**src/rtl/ctrl_pipe.sv**
```systemverilog
// ctrl_pipe: per-stage control pipeline with stall, flush and bubble insertion.
// Define CTRL_PIPE_MC_EN to build the EX multi-cycle hold counter.
module ctrl_pipe #(
    parameter int W         = 17,
    parameter int STAGES    = 3,
    parameter int MC_CYCLES = 4
) (
    input  logic                clk,
    input  logic                rst,
    input  logic [W-1:0]        ctrl_d,
    input  logic                valid_d,
    input  logic                mc_d,
    input  logic [STAGES-1:0]   stall_i,
    input  logic [STAGES-1:0]   flush_i,
    output logic [STAGES*W-1:0] ctrl_q,
    output logic [STAGES-1:0]   valid_q,
    output logic                stall_o,
    output logic                mc_busy
);

    localparam int CW = (MC_CYCLES > 1) ? $clog2(MC_CYCLES) : 1;

    logic [STAGES:0] hold;

    always_comb begin
        hold = '0;
        for (int k = STAGES - 1; k >= 0; k--) begin
            hold[k] = stall_i[k] | hold[k+1];
        end
        hold[0] = hold[0] | mc_busy;
    end

    assign stall_o = hold[0];

    for (genvar k = 0; k < STAGES; k++) begin : g_stage
        logic [W-1:0] src_ctrl;
        logic         src_valid;
        logic         bubble;
        logic [W-1:0] ctrl_r;
        logic         valid_r;

        if (k == 0) begin : g_first
            assign src_ctrl  = ctrl_d;
            assign src_valid = valid_d;
            assign bubble    = 1'b0;
        end else begin : g_rest
            assign src_ctrl  = ctrl_q[(k-1)*W +: W];
            assign src_valid = valid_q[k-1];
            assign bubble    = hold[k-1];
        end

        // flush > hold > bubble > load
        always_ff @(posedge clk or negedge rst) begin
            if (!rst) begin
                ctrl_r  <= '0;
                valid_r <= 1'b0;
            end else if (flush_i[k]) begin
                ctrl_r  <= '0;
                valid_r <= 1'b0;
            end else if (hold[k]) begin
                ctrl_r  <= ctrl_r;
                valid_r <= valid_r;
            end else if (bubble) begin
                ctrl_r  <= '0;
                valid_r <= 1'b0;
            end else begin
                ctrl_r  <= src_ctrl;
                valid_r <= src_valid;
            end
        end

        assign ctrl_q[k*W +: W] = ctrl_r;
        assign valid_q[k]       = valid_r;
    end

`ifdef CTRL_PIPE_MC_EN
    logic [CW-1:0] mc_cnt;

    // Count runs through external stalls; only a flush cuts it short.
    always_ff @(posedge clk or negedge rst) begin
        if (!rst) begin
            mc_cnt <= '0;
        end else if (flush_i[0]) begin
            mc_cnt <= '0;
        end else if (mc_cnt != '0) begin
            mc_cnt <= mc_cnt - CW'(1);
        end else if (!hold[0] && valid_d && mc_d) begin
            mc_cnt <= CW'(MC_CYCLES - 1);
        end
    end

    assign mc_busy = |mc_cnt;
`else
    logic unused_mc;
    assign unused_mc = mc_d;
    assign mc_busy   = 1'b0;
`endif

endmodule

```
**config.mk**
```make
export PLATFORM = sky130hd
export DESIGN_NAME = ctrl_pipe
export DESIGN_NICKNAME = d
export VERILOG_FILES = /design/src/rtl/ctrl_pipe.sv
export SDC_FILE = /design/constraint.sdc
export NUM_CORES = 1
export LEC_CHECK = 0
export ABC_AREA = 1
export CORE_MARGIN = 3
export CORE_UTILIZATION = 30
export CTS_BUF_LIST = sky130_fd_sc_hd__clkbuf_4 sky130_fd_sc_hd__clkbuf_8 sky130_fd_sc_hd__clkbuf_16
export DETAILED_ROUTE_END_ITERATION = 10
export PLACE_DENSITY = 0.67
export SLEW_MARGIN = 10
export SYNTH_ARGS = -nofsm -noshare
export SYNTH_HDL_FRONTEND = slang
export SYNTH_SLANG_ARGS = --single-unit
export TNS_END_PERCENT = 1
```
**constraint.sdc**
```tcl
create_clock -name clk -period 1.6 [get_ports clk]
set_input_delay 0.4 -clock clk [delete_from_list [all_inputs] [get_ports clk]]
set_output_delay 0.4 -clock clk [all_outputs]
set_load 0.02 [all_outputs]
```
**Word-level counts from Yosys, hierarchy flattened**

Cells that the tools add are included.

- $add $sub $neg: 0
- Multiply operators: 0
- Div/mod/pow operators: 0
- Magnitude comparators: 0
- Eq/ne operators: 3
- Shifts and indexed selects: 0
- Muxes and demuxes: 16
- Bitwise logic cells: 2
- Reductions and logical operators: 0

Operators with widths:

| operator | number |
|---|---|
| 2-to-1 mux 17 bit | 8 |
| 2-to-1 mux 1 bit | 8 |
| != test 2 bit, second input constant | 2 |
| != test 2 x 1 -> 1 bit, second input constant | 1 |
| OR 1 bit | 2 |

- Flip-flop bits (word level): 54
- Bits in latches: 0
- Memory bits (writable): 0
- Bits in read-only memories: 0
- Output and inout bits: 56
- Word-level logic and storage cells: 27
- Memories kept: 0

**Longest topological paths before layout**

Gate-level depths: netlist of run 1.

- Depth in word-level cells: 5
- Depth in mapped cells: 7
- Depth with buffers taken out: 4

**Least setup slack after synthesis of run 1**

OpenSTA, ideal clock, no wires.

- Kind: input-to-output
- From: in stall_i[2]
- To: out stall_o
- Arrival: 978 ps
- Data required time: 1200 ps
- Path slack: 222 ps
- Cell stages on the path: 5
- Cells stage by stage: buf_6 -> nor2_8 -> buf_6 -> nand2_4 -> buf_6

- Word-level cells in the longest chain between the ends: 2

RTL lines:

| item | RTL line | RTL |
|---|---|---|
| start, declared | 13 | `input logic [STAGES-1:0] stall_i,` |
| OR 1 bit (2 in series) | 28 | `hold[k] = stall_i[k] \| hold[k+1];` |
| end, declared | 17 | `output logic stall_o,` |

Every way passes these cells.

**Worst setup path after layout of run 1**

- From: in stall_i[0]
- To: out stall_o

- Word-level cells in the longest chain between the ends: 1

RTL lines:

| item | RTL line |
|---|---|
| OR 1 bit | 28 |

Every way passes these cells.

==> results of run 1 <==
==> per-layer routing <==
layer  routed length, microns  global-route usage [%]  up-vias
met5                        0                       0        -
met4                       33                    2.65        0
met3                      440                    4.09        4
met2                     2610                    20.5       82
met1                     2760                    19.9      904
li1                         -                       -     1003
==> worst min-delay path by stage <==
stage / to / slack (ps) / cells past startpoint
floorplan: g_stage[0].ctrl_r[0] / 100 / 0
global placement: g_stage[2].ctrl_r[6] / 370 / 1
detailed placement: g_stage[2].ctrl_r[9] / 370 / 1
CTS: g_stage[2].ctrl_r[9] / 40 / 1
global route: g_stage[2].ctrl_r[9] / 50 / 1
finish: g_stage[2].ctrl_r[9] / 30 / 1
==> worst reg2reg max path, stage by stage (launching register included) <==
cell and delay, ps:
dfrtp_1 390, buf_4 140, nand3_1 70, nand2_1 50
==> logic make-up (layout without fill, tap and decap cells) <==
family	Yosys count	after routing	share of synthesized area, %
simple gates	165	165	34.8
buf+inv	28	104	6.99
other cells	1	1	0.161
flops	54	54	58.1
==> registers in the layout, summed over array words and instances, names as in the netlist <==
name	flops
g_stage.ctrl_r	51
g_stage.valid_r	3
==> repair_timing <==
| item | 4_1_cts | 5_1_grt |
|---|---|---|
| pin swaps | 0 | 0 |
| endpoints found under the setup margin | 73 | 1 |
| resized for setup | 60 | 1 |
==> per-stage QoR <==
| step | setup TNS (ps) | instance area [sq um] |
|---|---|---|
| 2_1_floorplan | 0 | 2330 |
| 3_3_place_gp | -17320 | 3230 |
| 3_5_place_dp | -18190 | 3230 |
| 4_1_cts | 0 | 3290 |
| 5_1_grt | 0 | 3300 |
| 6_report | 0 | 3300 |
==> where the power goes <==
part,switching (mW),total [mW],internal [mW]
logic,0.172,0.280,0.109
registers,0.0155,1.40,1.38
clock network,0.420,1.09,0.667
total,0.607,2.76,2.16
==> cell usage after synthesis (all sizes together) <==
cell    number  area share, %
nand2       73             12
dfrtp       54             58
nand3       54             12
nand4       36            9.7
buf         17            5.2
clkbuf       7            1.1
clkinv       2           0.32
inv          2           0.32
nor2         2            1.3
conb         1           0.16
==> final cells by class <==
| type | count | area (sq um) |
|---|---|---|
| inverters | 4 | 15.0 |
| well taps | 99 | 124 |
| flip-flops and latches | 54 | 1350 |
| multi-input cells | 166 | 812 |
| clock inverters | 2 | 60.1 |
| repair buffers | 92 | 852 |
| fillers | 760 | 4070 |
| clock buffers | 6 | 82.6 |
==> metrics, run 1 <==
max cap viols=0; leading cell type in the layout, fill and taps excluded=nand2_1; total track usage=13.7%; wire length per cell=13.8 microns; initial antenna violation count=0; Post-CTS Setup Inserts=0; RSZ-0062 raised after global routing=false; share of layout cells above drive strength 1=roughly 8.3%; syn_area_per_cell=9.38 sq um; synthesized net count=around 280; vias=1,993; reg2reg setup slack=roughly 850 ps; Diodes inserted=0; final hold slack=32.6 ps; Max rail drop VDD=0.326 mV; R2R cell count=3; vias per inst=approximately 4.7; Crit Path Max Fanout=2; commonest non-fill, non-tap cells in the layout=nand2_1 (72), dlygate4sd2_1 (56), nand3_1 (54), dfrtp_1 (54), nand4_1 (36); first-pass GRT wire length=~10000 microns; sequential area share after synthesis=58.1%; Synth warnings=0; Pwr Total=around 2.8 mW; critical path launch point type=input port; # nets final=350; Util after Layout=approximately 45%; Hold Violations, Final=0; synthesis-to-layout area growth=41.7%; Largest delay share family, worst path=buffers and inverters; critical path's largest stage delay=470 ps; # IOs=a little over 80; die area=0.00885 sq mm; min Tclk post-route=1540 ps; DRT Wirelength=5840 microns; Pre-antenna DRT Iters=4; count of final setup violators=0; CTS tree=built; TritonCTS Buffers=5; worst slack, placed=-535 ps; Final Max Slew Viols=0; Finished Layout Cells=423; Setup WS post-layout=60.8 ps; CP Cell Sequence=clkdlybuf4s50_1, inv_2, nand2_4, buf_2; Initial Util=31.6%; clk buf depth=2; outcome=finished clean; #FFs+latches synth=54; htree depth=2; DIE HEIGHT=94.1 microns; final period utilization=between 90% and 100%; Max Fclk=0.650 GHz; Levels on crit path=4; largest net degree at the start of global routing=56; Setup crit end kind=output port; Hold WC Path Type=in2async; Clock Tree Root=clkbuf_8; Routed Antenna Nets=0; Setup crit end=stall_o; Reg2Reg Capture Point=g_stage[2].ctrl_r[13]; crit path buf inv count=3; Power Dens Cells=838 mW/mm^2; HPWL Detailed=roughly 4200 microns; detailed-route DRC error count=0; Pleak=approximately 1.9 nW; vias in the first global route=1,922; crit path launch=stall_i[0]; IO buf count=80; hold_buf cts=0; critical path arrival=roughly 1100 ps; synthesized netlist cell count=248; Sink Count=54; std cell rows=31; Routability Congestion=between 0.7 and 0.8; Iteration-0 DRC Markers=roughly 100; crit path kind=in2out; Clk Latency, worst-skew pair=between 200 and 300 ps; clk_skew=8.22 ps; clock slew at reported path FFs=roughly 100 ps; unique cell type count in the Yosys netlist=15; Placed Instances=415; mapped cell area=0.00233 sq mm; worst r2r src=g_stage[1].ctrl_r[13]; CORE AREA=0.00737 sq mm; GRT overflow=0; Worst Path Required=1200 ps; Die X=94.1 microns; slowest CP cell=clkdlybuf4s50_1
Power figures use the tool's default switching activity.
==> run 2, diff against run 1 <==
CAP_MARGIN = 25   (was not set)
==> results of run 2 <==
The final DEF is identical to that of run 1; final timing and power are the same.
==> run 3, diff against run 2 <==
REMOVE_ABC_BUFFERS = 1   (was not set)
==> metrics, run 3 (synthesis gave the netlist of run 1 again) <==
max FFs per register=51; Pleak=1.92 nW; std cell rows=31; Worst Path Required=1200 ps; min Tclk post-route=1540 ps; crit path kind=in2out; switching power=a little over 0.6 mW; Routed Antenna Nets=0; placed cell areas=0.00325 sq mm; largest registers=g_stage.ctrl_r (51), g_stage.valid_r (3); Setup WS post-layout=roughly 57 ps; worst r2r src=g_stage[1].ctrl_r[13]; Max rail drop VDD=0.354 mV; die area=0.00885 sq mm; switch share=23.7%; Finished Layout Cells=approximately 430; reg2reg setup slack=850 ps; DIE HEIGHT=94.1 microns; htree depth=2; Setup crit end kind=output port; share of layout cells above drive strength 1=8.87%; critical path arrival=1140 ps; clk buf depth=2; largest reg by FF count=g_stage.ctrl_r; Initial Util=31.6%; Die X=between 90 and 100 microns; Clk Latency, worst-skew pair=300 ps; clk_skew=3.24 ps; leading cell type in the layout, fill and taps excluded=nand2_1; Clock Tree Root=clkbuf_8; Hold Violations, Final=0; Power Dens Cells=770 mW/mm^2; detailed-route DRC error count=0; worst slack, placed=-538 ps; R2R cell count=3; first-pass GRT wire length=9650 microns; vias=1,969; DRT Wirelength=5940 microns; vias in the first global route=around 1,900; max cap viols=0; wire length per cell=13.9 microns; Crit Path Max Fanout=2; clock slew at reported path FFs=~90 ps; P_int=1.94 mW; synthesis-to-layout area growth=41.8%; outcome=finished clean; # nets final=353; critical path launch point type=input port; IO buf count=80; Hold WC Path Type=in2async; Placed Instances=417; RSZ-0062 raised after global routing=false; sequential power share=between 50% and 60%; CORE AREA=0.00737 sq mm; Max Fclk=0.648 GHz; GRT overflow=0; Pre-antenna DRT Iters=4; Routability Congestion=0.742; Reg2Reg Capture Point=g_stage[2].ctrl_r[13]; CTS tree=built; Clk pwr share=33.4%; Sink Count=54; initial antenna violation count=0; Iteration-0 DRC Markers=150; vias per inst=4.62; TritonCTS Buffers=5; commonest non-fill, non-tap cells in the layout=nand2_1 (72), dlygate4sd2_1 (56), nand3_1 (54), dfrtp_1 (54), nand4_1 (36); post-route cell area=between 0.003 and 0.004 sq mm; Final Max Slew Viols=0; total track usage=a little over an eighth; largest net degree at the start of global routing=37; count of final setup violators=0; combinational power share=between 10% and 20%; final period utilization=a little over nine tenths; Diodes inserted=0; Post-CTS Setup Inserts=0; # IOs=83; HPWL Detailed=around 4300 microns
[run 3: worst max-delay path, cell delays in order]
cell             delay [ps]
clkdlybuf4s50_1         470
inv_2                    60
nand2_4                  60
buf_2                   160
[run 3: power groups by stage]
stage	Sequential, mW	Clock, mW	Combinational [mW]
after floorplan	1.44	0	0.0844
after global placement	1.42	0	0.309
after detailed placement	1.42	0	0.312
after CTS	1.40	0.877	0.299
after global routing	1.40	0.930	0.320
final	1.40	0.850	0.294
[run 3: how the worst max path moves through the flow]
| stage | from | slack [ps] | endpoint |
|---|---|---|---|
| after floorplan | stall_i[1] | 150 | stall_o |
| after global placement | stall_i[1] | -550 | stall_o |
| after detailed placement | stall_i[1] | -540 | stall_o |
| after CTS | stall_i[0] | 60 | stall_o |
| after global routing | stall_i[0] | 40 | stall_o |
| final | stall_i[0] | 60 | stall_o |
[run 3: repair_timing]
item | CTS | global route
gates resized for setup | 60 | 0
hold buffers | 1 | 0
hold endpoints to repair | 7 | 0
endpoints found under the setup margin | 88 | 0
[run 3: metrics by stage]
| step | setup TNS, ps | power (mW) | utilization [%] | hold WS (ps) |
|---|---|---|---|---|
| after floorplan | 0 | 1.53 | - | 104 |
| after global placement | -14790 | 1.73 | 44.1 | 293 |
| after detailed placement | -14510 | 1.74 | 44.1 | 294 |
| after CTS | 0 | 2.57 | 44.8 | 510 |
| after global routing | 0 | 2.65 | 44.8 | 520 |
| final | 0 | 2.54 | 44.8 | 504 |
[run 3: per-layer routing]
metal / routed length, microns / global-route usage, % / vias to the layer above
met5: 0 / 0 / -
met4: 41 / 3.61 / 0
met3: 332 / 2.48 / 2
met2: 2860 / 21.8 / 56
met1: 2700 / 19.2 / 904
li1: - / - / 1007
[run 3: cell type report]
cell class / count / area (sq um)
fill: 751 / 4070
sequential: 54 / 1350
multi-input combinational: 166 / 812
inverter: 4 / 15.0
timing repair buffer: 95 / 886
tap: 99 / 124
clock buffer: 8 / 110
